==> config.mk <==
export PLATFORM = sky130hd
export DESIGN_NAME = logicnet_lut_layer_rt
export DESIGN_NICKNAME = d
export VERILOG_FILES = /design/src/rtl/logicnet_lut_pkg.sv /design/src/rtl/logicnet_lut_ram.sv /design/src/rtl/logicnet_lut_layer_rt.sv
export SDC_FILE = /design/constraint.sdc
export NUM_CORES = 1
export LEC_CHECK = 0
export BUFFER_PORTS_ARGS = -buffer_cell sky130_fd_sc_hd__buf_2
export CAP_MARGIN = 20
export CORE_MARGIN = 3
export CORE_UTILIZATION = 55
export DETAILED_ROUTE_END_ITERATION = 10
export GPL_TIMING_DRIVEN = 0
export PLACE_DENSITY_LB_ADDON = 0.2
export REMOVE_ABC_BUFFERS = 1
export SYNTH_ARGS = -nofsm -noshare
export SYNTH_HDL_FRONTEND = slang
export SYNTH_SLANG_ARGS = --single-unit
==> constraint.sdc <==
create_clock -name clk -period 12.8 [get_ports clk]
set_clock_uncertainty 0.1 [all_clocks]
set_input_delay 2.56 -clock clk [delete_from_list [all_inputs] [get_ports clk]]
set_output_delay 2.56 -clock clk [all_outputs]
set_load 0.005 [all_outputs]
==> src/rtl/logicnet_lut_pkg.sv <==
// Shared types and helpers for the runtime-programmable LogicNet LUT layer.
package logicnet_lut_pkg;

  typedef enum logic [1:0] {
    INIT   = 2'd0,
    RUN    = 2'd1,
    DRAIN  = 2'd2,
    CONFIG = 2'd3
  } lut_state_e;

  localparam lut_state_e LUT_RST_STATE = INIT;
  localparam logic       LUT_RST_FLAG  = 1'b0;

  function automatic int lut_idx_w(input int n);
    return (n > 1) ? $clog2(n) : 1;
  endfunction

endpackage

==> src/rtl/logicnet_lut_ram.sv <==
// One neuron truth table: synchronous write, asynchronous read, kept in LUT RAM.
module logicnet_lut_ram #(
  parameter int ADDR_W = 6,
  parameter int DATA_W = 2
) (
  input  logic              clk,
  input  logic              we,
  input  logic [ADDR_W-1:0] waddr,
  input  logic [DATA_W-1:0] wdata,
  input  logic [ADDR_W-1:0] raddr,
  output logic [DATA_W-1:0] rdata
);

  (* ram_style = "distributed", rom_style = "distributed" *)
  logic [DATA_W-1:0] mem [2**ADDR_W];

  always_ff @(posedge clk) begin
    if (we) mem[waddr] <= wdata;
  end

  assign rdata = mem[raddr];

endmodule

==> src/rtl/logicnet_lut_layer_rt.sv <==
// LogicNet layer of N_NEURONS writable truth tables with a registered valid/ready
// output, a post-reset clearing sweep and a drain-then-configure table port.
module logicnet_lut_layer_rt
  import logicnet_lut_pkg::*;
#(
  parameter int N_NEURONS = 4,
  parameter int IN_BITS   = 6,
  parameter int OUT_BITS  = 2,
  parameter int NW        = lut_idx_w(N_NEURONS)
) (
  input  logic                          clk,
  input  logic                          rst,
  input  logic                          s_valid,
  output logic                          s_ready,
  input  logic [N_NEURONS*IN_BITS-1:0]  s_data,
  output logic                          m_valid,
  input  logic                          m_ready,
  output logic [N_NEURONS*OUT_BITS-1:0] m_data,
  input  logic                          cfg_req,
  output logic                          cfg_ack,
  input  logic                          cfg_we,
  input  logic                          cfg_re,
  input  logic [NW-1:0]                 cfg_neuron,
  input  logic [IN_BITS-1:0]            cfg_addr,
  input  logic [OUT_BITS-1:0]           cfg_wdata,
  output logic [OUT_BITS-1:0]           cfg_rdata,
  output logic                          cfg_rvalid
);

  localparam logic [IN_BITS:0] SWEEP_LAST = {1'b0, {IN_BITS{1'b1}}};
  localparam logic [IN_BITS:0] SWEEP_ONE  = {{IN_BITS{1'b0}}, 1'b1};

  lut_state_e                    state;
  logic [IN_BITS:0]              sweep_cnt;
  logic                          in_init;
  logic                          in_cfg;
  logic                          xfer;
  logic [31:0]                   cfg_idx;
  logic [IN_BITS-1:0]            tbl_waddr;
  logic [OUT_BITS-1:0]           tbl_wdata;
  logic [OUT_BITS-1:0]           tbl_rdata [N_NEURONS];
  logic [N_NEURONS*OUT_BITS-1:0] lookup_p0;
  logic [OUT_BITS-1:0]           rb_p0;
  logic                          vld_p1;
  logic [N_NEURONS*OUT_BITS-1:0] data_p1;

  assign in_init   = (state == INIT);
  assign in_cfg    = (state == CONFIG);
  assign s_ready   = (state == RUN) && (!vld_p1 || m_ready);
  assign xfer      = s_valid && s_ready;
  assign cfg_idx   = 32'(cfg_neuron);
  assign tbl_waddr = in_init ? sweep_cnt[IN_BITS-1:0] : cfg_addr;
  assign tbl_wdata = in_init ? '0 : cfg_wdata;

  // Tables share one address port: the config address in CONFIG, the datapath word otherwise.
  for (genvar k = 0; k < N_NEURONS; k++) begin : g_neuron
    logic               we_k;
    logic [IN_BITS-1:0] raddr_k;

    assign we_k    = in_init || (in_cfg && cfg_we && (cfg_idx == 32'(k)));
    assign raddr_k = in_cfg ? cfg_addr : s_data[k*IN_BITS +: IN_BITS];

    logicnet_lut_ram #(
      .ADDR_W (IN_BITS),
      .DATA_W (OUT_BITS)
    ) u_ram (
      .clk   (clk),
      .we    (we_k),
      .waddr (tbl_waddr),
      .wdata (tbl_wdata),
      .raddr (raddr_k),
      .rdata (tbl_rdata[k])
    );

    assign lookup_p0[k*OUT_BITS +: OUT_BITS] = tbl_rdata[k];
  end

  // Out-of-range neuron indices match no table and read back as zero.
  always_comb begin
    rb_p0 = '0;
    for (int k = 0; k < N_NEURONS; k++) begin
      if (cfg_idx == 32'(k)) rb_p0 = tbl_rdata[k];
    end
  end

  always_ff @(posedge clk) begin
    if (rst) begin
      state     <= LUT_RST_STATE;
      sweep_cnt <= '0;
      cfg_ack   <= LUT_RST_FLAG;
    end else begin
      case (state)
        INIT: begin
          sweep_cnt <= sweep_cnt + SWEEP_ONE;
          if (sweep_cnt == SWEEP_LAST) state <= RUN;
        end
        RUN: begin
          if (cfg_req) state <= DRAIN;
        end
        DRAIN: begin
          if (!cfg_req) begin
            state <= RUN;
          end else if (!vld_p1) begin
            state   <= CONFIG;
            cfg_ack <= 1'b1;
          end
        end
        CONFIG: begin
          if (!cfg_req) begin
            state   <= RUN;
            cfg_ack <= 1'b0;
          end
        end
        default: state <= LUT_RST_STATE;
      endcase
    end
  end

  // ---- stage p0 -> p1: parallel lookup result into the output register ----
  always_ff @(posedge clk) begin
    if (rst) begin
      vld_p1  <= LUT_RST_FLAG;
      data_p1 <= '0;
    end else if (xfer) begin
      vld_p1  <= 1'b1;
      data_p1 <= lookup_p0;
    end else if (m_ready) begin
      vld_p1  <= 1'b0;
    end
  end

  assign m_valid = vld_p1;
  assign m_data  = data_p1;

  // ---- stage p0 -> p1: table readback register ----
  always_ff @(posedge clk) begin
    if (rst) begin
      cfg_rvalid <= LUT_RST_FLAG;
      cfg_rdata  <= '0;
    end else begin
      cfg_rvalid <= in_cfg && cfg_re;
      if (in_cfg && cfg_re) cfg_rdata <= rb_p0;
    end
  end

endmodule

==> results.cfg <==
[status]
status = finished, final reports clean

[power_and_ir_drop]
p_switching_uw = 813
swShare_pct = 22.2
seqPwrFrac_pct = 51.8
peakVddDrop_mv = 0.127
clock_power_share_pct = 42.0
power_frac_comb_pct = 6.1
p_int_uw = 2850
powerDensity_nw_per_um2 = 138
p_leak_uw = 0.00878

[clocking]
post-cts-setup-buffers = 0
clock-sinks = 534
cts_made_buffers = 55
cts-resized-gates = 0
cts_htree_levels = 2
postCtsHoldBufs = 0
cts_root_buf = clkbuf_16
clk_path_buf_depth = 3
clk_pin_slew_worst_paths_ns = 0.06
insertion_delay_ns = 0.61
cts_tree = yes

[grt]
grt_first_pass_wirelength_mm = 93.1
overflow = 0
grt_pass1_vias = 15200
grt_antenna_before_repair = 1
grtUsageTotal_pct = 27.7
grt_max_degree = 48

[logic_synthesis]
synth_common_cells = 512 x edfxtp_1, 338 x nor2_1, 157 x nand2_1
ys_ff_latch = 534
synth-edff-count = 512
synth_top_area_cell = edfxtp_1
synth_cells = 1722
syn-cell-area_um2 = 23600
yosysWarnings = 0
ys_async_sr_fraction_pct = 0
syn_area_per_cell_um2 = 13.7
synth_area_leaders = edfxtp_1 65%, mux4_2 6.4%, nor2_1 5.4%
synth.most_common_cell = edfxtp_1
synth.distinct_cells = 74
synth_top_area_share_pct = 65.2
synth_seq_area_share_pct = 67.1
synthFlopType = edfxtp_1

[sta]
hold_viol = 0
finalCriticalPeriod_ns = 6.00
maxSlewViolCount = 0
setup_viol = 0
rsz0062_at_grt = no
worst_slack_ns = 6.80
worst_pin_slew_ns = 1.30
worst_hold_slack_ns = 0.376
tns_ns = 0
max_freq_mhz = 167
maxSlewHeadroom_pct = 13.1
post-route-period-util_pct = 46.9

[layout]
antenna_cells = 0
nNetsFinal = 1814
postLayoutCellArea_um2 = 26500
synthToLayoutAreaGrowth_pct = 12.5
drive_gt1_share_pct = 16.0

[placement]
gp_congestion = 0.898
place_hpwl_mm = 39.8
dp_worst_setup_slack_ns = 6.21
portBuffers = 54
placed_area_um2 = 24800

[critical_path]
worst_setup_path_end_kind = register
crit_path_max_incr_delay_ns = 0.85
path_cells = buf_2 > mux2i_4 > buf_16 > mux4_2 > nand2_1 > o31ai_1 > a211o_1 > o32ai_2 > o221ai_2 > a311o_1
crit_path_max_fanout = 45
ff2ff_path_depth = 10
arrival_ns = 6.38
criticalPathCategory = in2reg
r2r-start = state[0]$_SDFFE_PP0P_
cp.required_ns = 13.18
slowest_stage = buf_2
startpoint_type = input port
r2r_slack_ns = 8.11
reg2reg_to = cfg_rdata[1]$_SDFFE_PP0P_

[drt]
viasPerCell = 6.56
vias = 15428
drt_iter0_drc = 1922
drt_pass1_iterations = 5
drtAntennaViolNets = 0
routed_wl_mm = 62.0
wl_per_cell_um = 26.4
route.detailed.drc = 0

[die]
core_area_um2 = 42100
die-area_um2 = 45400
start_util_pct = 55.9
io-pin-count = 55
die_w_um = 213
num_rows = 75
die_h_um = 213

[min_path]
holdCritPathClass = reg2reg
min_path_cells = 2
min_from = m_data[6]$_SDFFE_PP0P_
holdPathEnd = m_data[6]$_SDFFE_PP0P_

[flow_run]
maxCapViolCount = 0
==> state kept, by name, indices dropped and copies added, names as in the netlist <==
| name | count |
|---|---|
| cfg_ack | 1 |
| g_neuron.u_ram.mem | 512 |
| state | 2 |
| sweep_cnt | 7 |
| cfg_rdata | 2 |
| m_data | 8 |
| m_valid | 1 |
| cfg_rvalid | 1 |
==> kinds of logic (layout without fill, tap and decap cells) <==
group,after synthesis,count (layout),share of synthesized area (%)
flip-flops,534,534,67.1
AND/OR/NAND/NOR,634,634,11.3
adder cells (fa/ha/maj),6,6,0.318
multiplexers,168,168,11.1
buffers and inverters,116,208,2.37
AO/OA/AOI/OAI,260,260,7.68
XOR/XNOR,4,4,0.149
==> cell usage in the layout (no fill, tap or decap), types with 26 or more instances in the layout <==
cell	synthesis	layout
a21oi_1	48	48
a22oi_1	33	33
buf_2	32	55
clkbuf_16	0	56
edfxtp_1	512	512
mux2_2	26	26
mux2i_1	65	62
mux4_2	67	67
nand2_1	157	151
nand3_1	41	41
nor2_1	338	338
nor3_1	37	37
o21ai_0	34	33
==> stage by stage <==
step / util [%] / std cells / power [uW]
2_1_floorplan: - / 1624 / 2060
3_3_place_gp: 57.0 / 2217 / 2150
3_5_place_dp: 58.8 / 2247 / 2160
4_1_cts: 62.9 / 2351 / 3680
5_1_grt: 63.0 / 2353 / 3770
6_report: 63.0 / 2353 / 3670
==> final cells by class <==
class	count	area, um2
inverters	18	67.6
well taps	539	674
clock inverters	24	153
flip-flops and latches	534	15800
multi-input cells	1072	7300
fillers	3147	15600
clock buffers	80	1590
repair buffers	86	918
==> how the worst max path moves through the flow <==
stage	start	cells past startpoint	to
floorplan	cfg_wdata[0]	1	g_neuron[0].u_ram.mem[0][0]$_DFFE_PP_
global placement	cfg_wdata[1]	2	g_neuron[1].u_ram.mem[21][1]$_DFFE_PP_
detailed placement	cfg_addr[0]	10	cfg_rdata[1]$_SDFFE_PP0P_
CTS	cfg_addr[0]	10	cfg_rdata[1]$_SDFFE_PP0P_
global route	cfg_addr[0]	10	cfg_rdata[1]$_SDFFE_PP0P_
finish	cfg_addr[0]	10	cfg_rdata[1]$_SDFFE_PP0P_
==> metal layers <==
metal	GRT usage [%]	vias up	wire [um]
met5	0	-	0
met1	39.9	7702	25200
li1	-	6690	-
met4	9.04	0	2070
met3	7.04	147	6690
met2	41.9	889	28100
==> worst max-delay path, delay by kind of cell <==
kind,cells,cell delay (ns)
buf+inv,2,1.18
mux,2,0.95
simple gates,1,0.09
compound gates,5,1.53
==> power by group through the flow <==
| stage | clock network (uW) | registers [uW] | logic (uW) |
|---|---|---|---|
| floorplan | 0 | 1940 | 127 |
| global placement | 0 | 1940 | 212 |
| detailed placement | 0 | 1940 | 219 |
| CTS | 1560 | 1900 | 221 |
| global route | 1630 | 1900 | 238 |
| finish | 1540 | 1900 | 225 |
Note: power is estimated with default switching activity, not from simulation.
